[config.mk]
export PLATFORM = sky130hd
export DESIGN_NAME = matrix_mac_sequencer
export DESIGN_NICKNAME = d
export VERILOG_FILES = /design/src/rtl/matrix_mac_sequencer.sv
export SDC_FILE = /design/constraint.sdc
export NUM_CORES = 1
export LEC_CHECK = 0
export CORE_ASPECT_RATIO = 0.8
export CORE_MARGIN = 3
export CORE_UTILIZATION = 57
export CTS_CLUSTER_DIAMETER = 50
export DETAILED_ROUTE_END_ITERATION = 6
export PLACE_DENSITY = 0.8
export SYNTH_ARGS = -nofsm -noshare
export SYNTH_HDL_FRONTEND = slang
export SYNTH_SLANG_ARGS = --single-unit
[constraint.sdc]
create_clock -name clk -period 8.4 [get_ports clk]
set_input_delay 1.26 -clock clk [delete_from_list [all_inputs] [get_ports clk]]
set_output_delay 1.26 -clock clk [all_outputs]
set_load 0.02 [all_outputs]
[src/rtl/matrix_mac_sequencer.sv]
// Sequencer that walks two 3x3 row-major matrices held in external memories,
// multiply-accumulates each dot product over three cycles and writes the
// saturated element to a result memory. One run covers 9 elements x 4 cycles,
// followed by a single DONE cycle.
module matrix_mac_sequencer #(
    parameter int DW   = 18,
    parameter int ACCW = 38
) (
    input  logic          clk,
    input  logic          rst,
    input  logic          start,
    output logic          busy,
    output logic          done,
    output logic [4:0]    a_addr,
    output logic          a_read,
    input  logic [DW-1:0] a_data,
    output logic [4:0]    b_addr,
    output logic          b_read,
    input  logic [DW-1:0] b_data,
    output logic [4:0]    c_addr,
    output logic          c_write,
    output logic [DW-1:0] c_data
);

    typedef enum logic [1:0] {
        StIdle,
        StMac,
        StWrite,
        StDone
    } state_e;

    // Clamp bounds of the DW-bit signed result, expressed at accumulator width.
    localparam logic signed [ACCW-1:0] SatMax = {{(ACCW-DW+1){1'b0}}, {(DW-1){1'b1}}};
    localparam logic signed [ACCW-1:0] SatMin = {{(ACCW-DW+1){1'b1}}, {(DW-1){1'b0}}};

    state_e                 state_q;
    logic [1:0]             row_q;
    logic [1:0]             col_q;
    logic [1:0]             k_q;
    logic signed [ACCW-1:0] acc_q;

    logic signed [ACCW-1:0] a_ext;
    logic signed [ACCW-1:0] b_ext;
    logic signed [ACCW-1:0] prod;
    logic signed [ACCW-1:0] acc_sum;
    logic signed [ACCW-1:0] acc_sat;
    logic [4:0]             row_x3;
    logic [4:0]             k_inc;
    logic [4:0]             k_inc_x3;
    logic [1:0]             row_nxt;
    logic [1:0]             col_nxt;
    logic [4:0]             row_nxt_x3;

    // Datapath: sign-extended product, accumulate (restart on k=0), saturate.
    always_comb begin
        a_ext   = {{(ACCW-DW){a_data[DW-1]}}, a_data};
        b_ext   = {{(ACCW-DW){b_data[DW-1]}}, b_data};
        prod    = a_ext * b_ext;
        acc_sum = ((k_q == 2'd0) ? '0 : acc_q) + prod;
        if (acc_sum > SatMax) begin
            acc_sat = SatMax;
        end else if (acc_sum < SatMin) begin
            acc_sat = SatMin;
        end else begin
            acc_sat = acc_sum;
        end
    end

    // Address arithmetic for the next cycle's registered outputs.
    always_comb begin
        row_x3     = ({3'b000, row_q} << 1) + {3'b000, row_q};
        k_inc      = {3'b000, k_q} + 5'd1;
        k_inc_x3   = (k_inc << 1) + k_inc;
        col_nxt    = (col_q == 2'd2) ? 2'd0 : col_q + 2'd1;
        row_nxt    = (col_q == 2'd2) ? row_q + 2'd1 : row_q;
        row_nxt_x3 = ({3'b000, row_nxt} << 1) + {3'b000, row_nxt};
    end

    // FSM with counters, accumulator and all outputs registered; each branch
    // loads the outputs that belong to the state being entered.
    always_ff @(posedge clk or posedge rst) begin
        if (rst) begin
            state_q <= StIdle;
            row_q   <= 2'd0;
            col_q   <= 2'd0;
            k_q     <= 2'd0;
            acc_q   <= '0;
            busy    <= 1'b0;
            done    <= 1'b0;
            a_addr  <= 5'd0;
            a_read  <= 1'b0;
            b_addr  <= 5'd0;
            b_read  <= 1'b0;
            c_addr  <= 5'd0;
            c_write <= 1'b0;
            c_data  <= '0;
        end else begin
            unique case (state_q)
                StIdle: begin
                    if (start) begin
                        state_q <= StMac;
                        row_q   <= 2'd0;
                        col_q   <= 2'd0;
                        k_q     <= 2'd0;
                        busy    <= 1'b1;
                        a_read  <= 1'b1;
                        b_read  <= 1'b1;
                        a_addr  <= 5'd0;
                        b_addr  <= 5'd0;
                    end
                end
                StMac: begin
                    acc_q <= acc_sum;
                    if (k_q == 2'd2) begin
                        state_q <= StWrite;
                        k_q     <= 2'd0;
                        a_read  <= 1'b0;
                        b_read  <= 1'b0;
                        a_addr  <= 5'd0;
                        b_addr  <= 5'd0;
                        c_write <= 1'b1;
                        c_addr  <= row_x3 + {3'b000, col_q};
                        c_data  <= acc_sat[DW-1:0];
                    end else begin
                        k_q    <= k_q + 2'd1;
                        a_addr <= row_x3 + k_inc;
                        b_addr <= k_inc_x3 + {3'b000, col_q};
                    end
                end
                StWrite: begin
                    c_write <= 1'b0;
                    c_addr  <= 5'd0;
                    c_data  <= '0;
                    if (row_q == 2'd2 && col_q == 2'd2) begin
                        state_q <= StDone;
                        done    <= 1'b1;
                    end else begin
                        state_q <= StMac;
                        row_q   <= row_nxt;
                        col_q   <= col_nxt;
                        k_q     <= 2'd0;
                        a_read  <= 1'b1;
                        b_read  <= 1'b1;
                        a_addr  <= row_nxt_x3;
                        b_addr  <= {3'b000, col_nxt};
                    end
                end
                StDone: begin
                    state_q <= StIdle;
                    done    <= 1'b0;
                    busy    <= 1'b0;
                    row_q   <= 2'd0;
                    col_q   <= 2'd0;
                end
                default: begin
                    state_q <= StIdle;
                end
            endcase
        end
    end

endmodule

==> results of run 1 <==
[layer usage]
| metal | part of all wire | up-vias | wire length (µm) | GRT usage |
|---|---|---|---|---|
| met5 | 0.00022 | - | 13 | 0 |
| met4 | 0.048 | 2 | 2850 | 0.122 |
| met3 | 0.089 | 269 | 5270 | 0.0694 |
| met2 | 0.49 | 906 | 28900 | 0.556 |
| met1 | 0.37 | 8448 | 22100 | 0.412 |
| li1 | - | 7161 | - | - |
[worst min path at each step]
stage               depth (start not counted)         to  slack (ps)
finish                                      2  c_addr[0]         480
global route                                2       busy         510
detailed placement                          2  a_addr[2]         470
global placement                            2  c_addr[0]         460
floorplan                                   1   acc_q[0]         470
CTS                                         2       busy         480
[cell usage after synthesis, types with 3 or more instances]
cell type | count | area share
a2111oi_0 | 4 | 0.0019
a211oi_1 | 4 | 0.0016
a21o_1 | 24 | 0.0098
a21oi_1 | 92 | 0.025
a21oi_2 | 12 | 0.0057
a22o_1 | 4 | 0.0019
a31oi_1 | 7 | 0.0024
and2_1 | 160 | 0.054
and3_1 | 6 | 0.0020
clkbuf_1 | 69 | 0.014
dfrtp_1 | 83 | 0.11
fa_1 | 333 | 0.36
ha_1 | 153 | 0.10
inv_1 | 423 | 0.086
mux2_2 | 28 | 0.017
mux2i_1 | 8 | 0.0043
nand2_1 | 247 | 0.050
nand2b_1 | 23 | 0.0078
nand3_1 | 14 | 0.0038
nand4_1 | 8 | 0.0027
nor2_1 | 74 | 0.015
nor2b_1 | 43 | 0.015
nor3_1 | 13 | 0.0035
o211ai_1 | 4 | 0.0016
o21a_1 | 7 | 0.0029
o21ai_0 | 68 | 0.018
o21ai_1 | 5 | 0.0014
o21bai_1 | 7 | 0.0029
o31ai_1 | 7 | 0.0029
or2_2 | 3 | 0.0010
xnor2_1 | 53 | 0.025
xor2_1 | 23 | 0.011
[repair_timing]
item / in CTS / in global routing
resized for setup: 256 / 198
buffers inserted: 54 / 28
pin swaps: 96 / 153
cloned: 16 / 1
hold endpoints to repair: 0 / 0
endpoints found under the setup margin: 35 / 35
[critical path: cells and delay by family]
kind            cells  cell delay, ps
compound gates     15            3250
fa+ha+maj           8            3310
buf+inv            10            1180
simple gates        4             490
xor+xnor            3             710
[through the flow]
| step | hold WS (ps) | util | TNS [ps] | instances |
|---|---|---|---|---|
| 2_1_floorplan | 473 | - | -13200 | 2065 |
| 3_3_place_gp | 457 | 0.697 | -39830 | 2788 |
| 3_5_place_dp | 470 | 0.697 | -47030 | 2788 |
| 4_1_cts | 485 | 0.746 | -19030 | 2872 |
| 5_1_grt | 510 | 0.768 | -36610 | 2896 |
| 6_report | 479 | 0.768 | -30620 | 2896 |
[cell type report]
| class | count | area, µm² | area share |
|---|---|---|---|
| multi-input combinational | 1484 | 15600 | 0.642 |
| tap | 420 | 526 | 0.0216 |
| sequential | 83 | 2080 | 0.0854 |
| clock buffer | 11 | 243 | 0.00999 |
| inverter | 423 | 1590 | 0.0655 |
| clock inverter | 5 | 60.1 | 0.00247 |
| timing repair buffer | 470 | 4220 | 0.173 |
[cells by family (layout without fill, tap and decap cells)]
logic type	after synthesis	count (layout)	synth area share
simple gates	608	608	0.163
xor+xnor	78	78	0.0383
buf+inv	498	909	0.102
compound gates	275	275	0.0946
mux	37	37	0.0227
flops	83	83	0.113
fa+ha+maj	486	486	0.466
[state kept, by name, indices dropped and copies added (netlist names), 2 cells and up]
register	cells
state_q	2
k_q	2
row_q	2
acc_q	38
b_addr	5
col_q	2
c_data	18
c_addr	5
a_addr	5
==> results by group, run 1 <==
Run status
  – Failing checks: setup timing
  – Status: finished, violations left

Timing
  – Worst slew pin tran: 1090 ps
  – RSZ-0062 raised after global routing: true
  – PnR worst setup slack: -1540 ps
  – Setup-failing EPs final: 27
  – Peak Freq: 101 MHz
  – Post-route clock period utilization: 1.18
  – Final Hold Violating Endpoints: 0
  – Final Max Slew Viols: 0
  – Final Skew: 11.4 ps
  – Final Critical Period: 9940 ps
  – Worst slew margin: 0.253

Global routing
  – Total gr overflow: 0
  – Vias in the first global route: 18200
  – First-pass GRT wire length: 89900 µm
  – Initial antenna violation count: 1
  – Largest net degree at the start of global routing: 84
  – Global Route Usage Sum: 0.327

Placed design
  – Gpl congestion: 0.914
  – Area of placed instances: 22100 µm²
  – Buffers on Ports: 76
  – DP Worst Slack: -1920 ps
  – HPWL after DPL: 39100 µm

Cells and area
  – Fin area: 24300 µm²
  – Final #Nets: 2996
  – Commonest non-fill, non-tap cell in the layout: inv_1
  – Commonest non-fill, non-tap cells in the layout: inv_1, buf_4, fa_1
  – Area growth syn-to-layout: 32.0%
  – Ant. Diodes: 0
  – Fill cells: 1911
  – Share of post-route cells with drive strength above 1: 0.292

Clocking
  – Hold bufs inserted after CTS: 0
  – Htree depth: 3
  – Max clock buf depth: 2
  – Clock Sinks: 83
  – CTS buffer count: 9
  – Clk root buf: clkbuf_16
  – CTS tree: done
  – Clock Latency Late Sink: 350 ps
  – Clock slew at reported path FFs: 60 ps

Worst hold path
  – Hold wc startpoint: c_addr[0]
  – Hold Crit Class: reg2reg

Worst setup path
  – R2r endpoint: c_data[2]
  – R2R depth: 22
  – Crit Path Max Fanout: 8
  – Data arrival, critical path: 10220 ps
  – Most common cell on crit path: inv_1
  – Worst path slowest cell: fa_1
  – Reg2reg start: k_q[0]
  – Critical Path End Type: flop
  – Flop2flop setup slack: 2730 ps
  – CP max stage delay: 590 ps
  – Critical path startpoint category: primary input
  – Worst setup path startpoint: a_data[3]
  – WP data required: 8670 ps
  – Crit path to: c_data[9]
  – Setup CP Type: in2reg

Drt
  – Total iterations of the first detailed-routing run: 6
  – Wire length per cell: 20.4 µm
  – Remaining DRCs: 0
  – Via count: 16800
  – DRT antenna net count: 0
  – Via density: 5.80
  – DRT Wirelength: 59100 µm
  – Initial DRC Count: 1645

Synth
  – Async SR Flop Fraction: 1.00
  – Gate Count Post-Synth: 2065
  – Mapped cell area: 18400 µm²
  – Ys Warns: 0
  – Top FF cell, synth: dfrtp_1
  – Mapped Nets: 2590
  – Sequential-to-total area share from yosys stat: 0.113
  – EDFF count, synth: 0
  – Syn Area/Cell: 8.92 µm²
  – Synth cell types: 75
  – Flops & latches, synth: 83

Floorplan
  – Die Y: 167 µm
  – Initial Util: 0.582
  – # rows: 58
  – Die area: 34500 µm²
  – Placeable Area: 31600 µm²
  – Die extent in x: 207 µm
  – Ports: 77

Run
  – Max cap viols: 0
Power of run 1 is left out: the tool's default activity adds up to more than one toggle a clock period on the data nets, which glitch-free logic cannot reach.
==> inputs of run 2 (changes only) <==
CAP_MARGIN = 15   (was not set)
==> run 2 against run 1 <==
The flow still finishes with violations (setup timing). Clock skew is 4.4 ps higher. Register-to-register slack better by 30 ps. Cell count is 0.31% lower. Routed wire length is 3.2% lower. Global-route usage stayed put. Maximum frequency is 0.21% higher. First-iteration DRC count is 18% lower. Worst hold slack hardly changed. Utilization is 0.29 points lower. Worst setup slack better by 20 ps. Critical path depth is 1 lower. Critical path type unchanged.
==> results by group, run 2 (synthesized netlist as in run 1, its figures left out) <==
Cells and area
  – Max reg flops: 38 (unchanged)
  – Final #Nets: 2987 (-0.30%)
  – Util after Layout: 0.765 (-0.00289)
  – Commonest non-fill, non-tap cells in the layout: inv_1, buf_4, fa_1
  – Area growth syn-to-layout: 31.5%
  – Commonest non-fill, non-tap cell in the layout: inv_1
  – Sequential cell area: 2080 µm² (unchanged)
  – Reg with most FFs: acc_q
  – Fill cells: 1929 (+0.94%)
  – Ant. Diodes: 0 (unchanged)
  – Multi-input logic area: 15600 µm² (about the same)
  – Share of post-route cells with drive strength above 1: 0.283 (-0.00866)
  – Top flop regs: acc_q (38), c_data (18)

Clocking
  – CTS buffer count: 9 (unchanged)
  – Clk root buf: clkbuf_16
  – Htree depth: 3 (unchanged)
  – Clock Latency Late Sink: 350 ps (about the same)
  – Clock slew at reported path FFs: 60 ps (about the same)
  – CTS tree: done
  – Clock Sinks: 83 (unchanged)
  – Max clock buf depth: 2 (unchanged)

Floorplan
  – Die area: 34500 µm² (unchanged)
  – Die Y: 167 µm (unchanged)
  – # rows: 58 (unchanged)
  – Initial Util: 0.582 (unchanged)
  – Ports: 77 (unchanged)
  – Placeable Area: 31600 µm² (unchanged)
  – Die extent in x: 207 µm (unchanged)

Drt
  – DRT antenna net count: 0 (unchanged)
  – Via density: 5.74 (-0.92%)
  – Total iterations of the first detailed-routing run: 6 (unchanged)
  – Initial DRC Count: 1346 (-18%)
  – Via count: 16600 (-1.2%)
  – DRT Wirelength: 57200 µm (-3.2%)
  – Wire length per cell: 19.8 µm (-2.9%)
  – Remaining DRCs: 0 (unchanged)

Placed design
  – HPWL after DPL: 39100 µm (unchanged)
  – Gpl congestion: 0.914 (unchanged)
  – Buffers on Ports: 76 (unchanged)

Worst setup path
  – Crit Path Max Fanout: 8 (unchanged)
  – WP data required: 8670 ps (about the same)
  – Data arrival, critical path: 10200 ps (-20 ps)
  – Critical path startpoint category: primary input
  – Worst path slowest cell: fa_1
  – CP max stage delay: 570 ps (-20 ps)
  – Setup CP Type: in2reg
  – Critical Path End Type: flop

Global routing
  – Global Route Usage Sum: 0.327 (unchanged)
  – Total gr overflow: 0 (unchanged)
  – Largest net degree at the start of global routing: 84 (unchanged)
  – Vias in the first global route: 18200 (unchanged)
  – First-pass GRT wire length: 89900 µm (unchanged)
  – Initial antenna violation count: 0 (-1)

Timing
  – Worst slew pin tran: 1090 ps (+0.848 ps)
  – Peak Freq: 101 MHz (+0.21%)
  – RSZ-0062 raised after global routing: true
  – Worst slew margin: 0.253 (-0.000582)
  – Post-route clock period utilization: 1.18 (-0.00244)
  – Final Critical Period: 9920 ps (-20.5 ps)
  – Final Hold Violating Endpoints: 0 (unchanged)
  – Hold Slack: 479 ps (-0.353 ps)
  – PnR worst setup slack: -1520 ps (+20.5 ps)
  – Final Max Slew Viols: 0 (unchanged)
  – Final Skew: 15.9 ps (+4.44 ps)
  – Setup-failing EPs final: 27 (unchanged)

Run
  – Max cap viols: 0 (unchanged)

Run status
  – Failing checks: setup timing
  – Status: finished, violations left

Worst hold path
  – Hold Crit Class: reg2reg
==> run 2: path summary, 6_finish.rpt <==
kind | from | end | slack [ps] | cells after the start
worst max register to register | k_q[0] | c_data[16] | 2760 | 21
max in group asynchronous | rst | c_addr[0] | 6560 | 4
worst min-delay path | c_addr[0] | c_addr[0] | 480 | 2
min in group asynchronous | rst | c_data[13] | 1220 | 3
worst min register to register | c_addr[0] | c_addr[0] | 480 | 2
worst max-delay path | a_data[9] | c_data[5] | -1520 | 39
==> run 2: what timing repair did <==
action | 4_1_cts | 5_1_grt
buffers inserted | 54 | 22
pin swaps | 96 | 124
setup endpoints to repair | 35 | 35
hold endpoints to repair | 0 | 0
gates resized for setup | 256 | 155
hold buffers | 0 | 0
cloned | 16 | 1
==> run 2: metal layers <==
layer  share of wire  wire, µm  global-route usage
met5               0         0                   0
met4           0.046      2610               0.122
met3           0.090      5160              0.0694
met2            0.49     27900               0.556
met1            0.38     21500               0.412
==> run 2: final cells by class <==
cell class / instances / area share
multi-input cells: 1484 / 0.643
clock buffers: 11 / 0.0100
repair buffers: 461 / 0.171
well taps: 420 / 0.0217
flip-flops and latches: 83 / 0.0858
inverters: 423 / 0.0658
clock inverters: 5 / 0.00248
==> run 2: worst max-delay path, delay by kind of cell <==
kind | cells | cell delay (ps)
xor+xnor | 3 | 710
simple gates | 4 | 470
compound gates | 15 | 3260
fa+ha+maj | 8 | 3530
buf+inv | 9 | 970
==> run 2: stage by stage <==
step	worst slack, ps	instance area [µm²]	setup TNS, ps	cells
CTS	-1030	23600	-19030	2872
global route	-1740	24200	-35780	2887
detailed placement	-1920	22100	-47030	2788
finish	-1520	24200	-29840	2887
floorplan	-792	18800	-13200	2065
global placement	-1690	22100	-39830	2788
Power of run 2 is left out for the same reason.
==> inputs of run 3 (changes only) <==
MAX_ROUTING_LAYER = met4   (was not set)
==> run 3 against run 2 <==
The run still ends with setup timing left. Via count is 1.1% lower. Routed wire length shrank 3.9%. Global-route usage shrank 0.17 points. Maximum frequency rose by 0.88%. Flip-flop and latch count is the same. Worst setup slack better by 86 ps. Worst hold slack worse by 0.57 ps. Register-to-register slack better by 100 ps. Non-clock buffer count increased by 27. Cell count is 0.97% higher. Critical endpoint is now c_data[0]. Clock-buffer cell count is 1 lower.
==> results by group, run 3 (synthesized netlist as in run 1, its figures left out) <==
Floorplan
  – Ports: 77 (unchanged)
  – Die area: 34500 µm² (unchanged)
  – Die extent in x: 207 µm (unchanged)
  – # rows: 58 (unchanged)
  – Placeable Area: 31600 µm² (unchanged)
  – Initial Util: 0.582 (unchanged)
  – Die Y: 167 µm (unchanged)

Worst setup path
  – Flop2flop setup slack: 2860 ps (+100 ps)
  – Crit Path Max Fanout: 9 (+1)
  – R2R depth: 22 (+4.8%)
  – Most common cell on crit path: a21oi_2
  – R2r endpoint: c_data[14]
  – WP data required: 8630 ps (-40 ps)
  – Reg2reg start: k_q[0]
  – Setup CP Type: in2reg
  – Critical path startpoint category: primary input
  – Critical Path End Type: flop
  – CP max stage delay: 580 ps (about the same)
  – Worst path slowest cell: fa_2
  – Data arrival, critical path: 10060 ps (-140 ps)

Cells and area
  – Ant. Diodes: 0 (unchanged)
  – Commonest non-fill, non-tap cells in the layout: inv_1, buf_4, fa_1
  – Multi-input logic area: 15500 µm² (-0.71%)
  – Top flop regs: acc_q (38), c_data (18)
  – Commonest non-fill, non-tap cell in the layout: inv_1
  – Final #Nets: 3015 (+0.94%)
  – Area growth syn-to-layout: 31.7%
  – Max reg flops: 38 (unchanged)
  – Share of post-route cells with drive strength above 1: 0.279 (-0.00398)
  – Fill cells: 2042 (+5.9%)
  – Fin area: 24300 µm² (+0.15%)
  – Util after Layout: 0.767 (+0.00115)
  – Reg with most FFs: acc_q
  – Sequential cell area: 2080 µm² (unchanged)

Worst hold path
  – WHS Path Cells: 2 (unchanged)
  – Hold Crit Class: reg2reg
  – WHS Endpoint: a_addr[1]
  – Hold wc startpoint: a_addr[1]

Global routing
  – Vias in the first global route: 17800 (-2.6%)
  – Initial antenna violation count: 0 (unchanged)
  – First-pass GRT wire length: 87200 µm (-3.0%)
  – Largest net degree at the start of global routing: 84 (unchanged)
  – Global Route Usage Sum: 0.325 (-0.00169)
  – Total gr overflow: 0 (unchanged)

Timing
  – Final Hold Violating Endpoints: 0 (unchanged)
  – Worst slew margin: 0.329 (+0.0764)
  – Final Critical Period: 9840 ps (-86.5 ps)
  – PnR worst setup slack: -1440 ps (+86.5 ps)
  – Post-route clock period utilization: 1.17 (-0.0103)
  – Final Max Slew Viols: 0 (unchanged)
  – Setup-failing EPs final: 28 (+3.7%)
  – Final Skew: 13.3 ps (-2.51 ps)
  – Peak Freq: 102 MHz (+0.88%)
  – Hold Slack: 478 ps (-0.571 ps)
  – RSZ-0062 raised after global routing: true
  – Worst slew pin tran: 1000 ps (-85.5 ps)

Drt
  – Initial DRC Count: 1291 (-4.1%)
  – DRT antenna net count: 0 (unchanged)
  – Total iterations of the first detailed-routing run: 5 (-1)
  – Wire length per cell: 18.8 µm (-4.8%)
  – Remaining DRCs: 0 (unchanged)
  – DRT Wirelength: 54900 µm (-3.9%)
  – Via count: 16400 (-1.1%)
  – Via density: 5.62 (-2.1%)

Run status
  – Failing checks: setup timing
  – Status: finished, violations left

Clocking
  – CTS tree: done
  – Clock slew at reported path FFs: 70 ps (about the same)
  – Max clock buf depth: 2 (unchanged)
  – Htree depth: 3 (unchanged)
  – Hold bufs inserted after CTS: 0 (unchanged)
  – Clk root buf: clkbuf_16
  – Clock Latency Late Sink: 350 ps (about the same)
  – CTS buffer count: 9 (unchanged)
  – Clock Sinks: 83 (unchanged)

Placed design
  – Gpl congestion: 0.945 (+3.3%)
  – DP Worst Slack: -2130 ps (-213 ps)
  – Area of placed instances: 22100 µm² (+0.11%)
  – HPWL after DPL: 39500 µm (+0.99%)
  – Buffers on Ports: 76 (unchanged)

Run
  – Max cap viols: 0 (unchanged)
run 3: changes by cell type in the layout (fill, tap and decap cells not counted), sizes merged, moves of 2 or more:
cell / previous run / this run
buf: 398 / 429
clkdlybuf4s15: 4 / 6
clkinvlp: 2 / 4
clkbuf: 21 / 14
run 3: layout make-up:
| type | count | area share |
|---|---|---|
| Tap cell | 420 | 0.0217 |
| Clock buffer | 10 | 0.00944 |
| Sequential cell | 83 | 0.0856 |
| Timing Repair Buffer | 488 | 0.178 |
| Inverter | 423 | 0.0657 |
| Clock inverter | 6 | 0.00201 |
| Multi-Input combinational cell | 1485 | 0.638 |
run 3: repair_timing:
action                                  in CTS  in global routing
endpoints found under the setup margin      35                 34
pin swaps                                  140                 46
cloned                                      13                  1
gates resized for setup                    276                117
setup buffers                               68                 21
run 3: worst max-delay path: cells and delay by family:
family | cells | cell delay [ps]
and+or+nand+nor | 7 | 1720
AOI/OAI and AO/OA | 13 | 2360
adders and majority gates | 8 | 3470
buffers and inverters | 9 | 930
xor gates and xnor gates | 2 | 310
run 3: metal layers:
metal  routed length, µm  up-vias  global-route usage
met2               27200      744               0.533
li1                    -     7202                   -
met4                2430        0               0.110
met5                   0        -                   -
met3                4060      217              0.0506
met1               21200     8233               0.416
run 3: worst max path at each step:
stage / cells after the start / slack [ps] / to / start
floorplan: 36 / -790 / c_data[0] / b_data[11]
global placement: 35 / -1930 / c_data[9] / b_data[2]
detailed placement: 35 / -2130 / c_data[9] / b_data[2]
CTS: 36 / -1320 / c_data[6] / b_data[6]
global route: 38 / -1690 / c_data[10] / a_data[2]
finish: 39 / -1440 / c_data[0] / a_data[13]
run 3: per-stage QoR:
step	std cells	TNS, ps
floorplan	2065	-13200
global placement	2803	-44170
detailed placement	2803	-51990
CTS	2898	-24450
global route	2915	-37140
finish	2915	-29460
Power of run 3 is left out for the same reason.
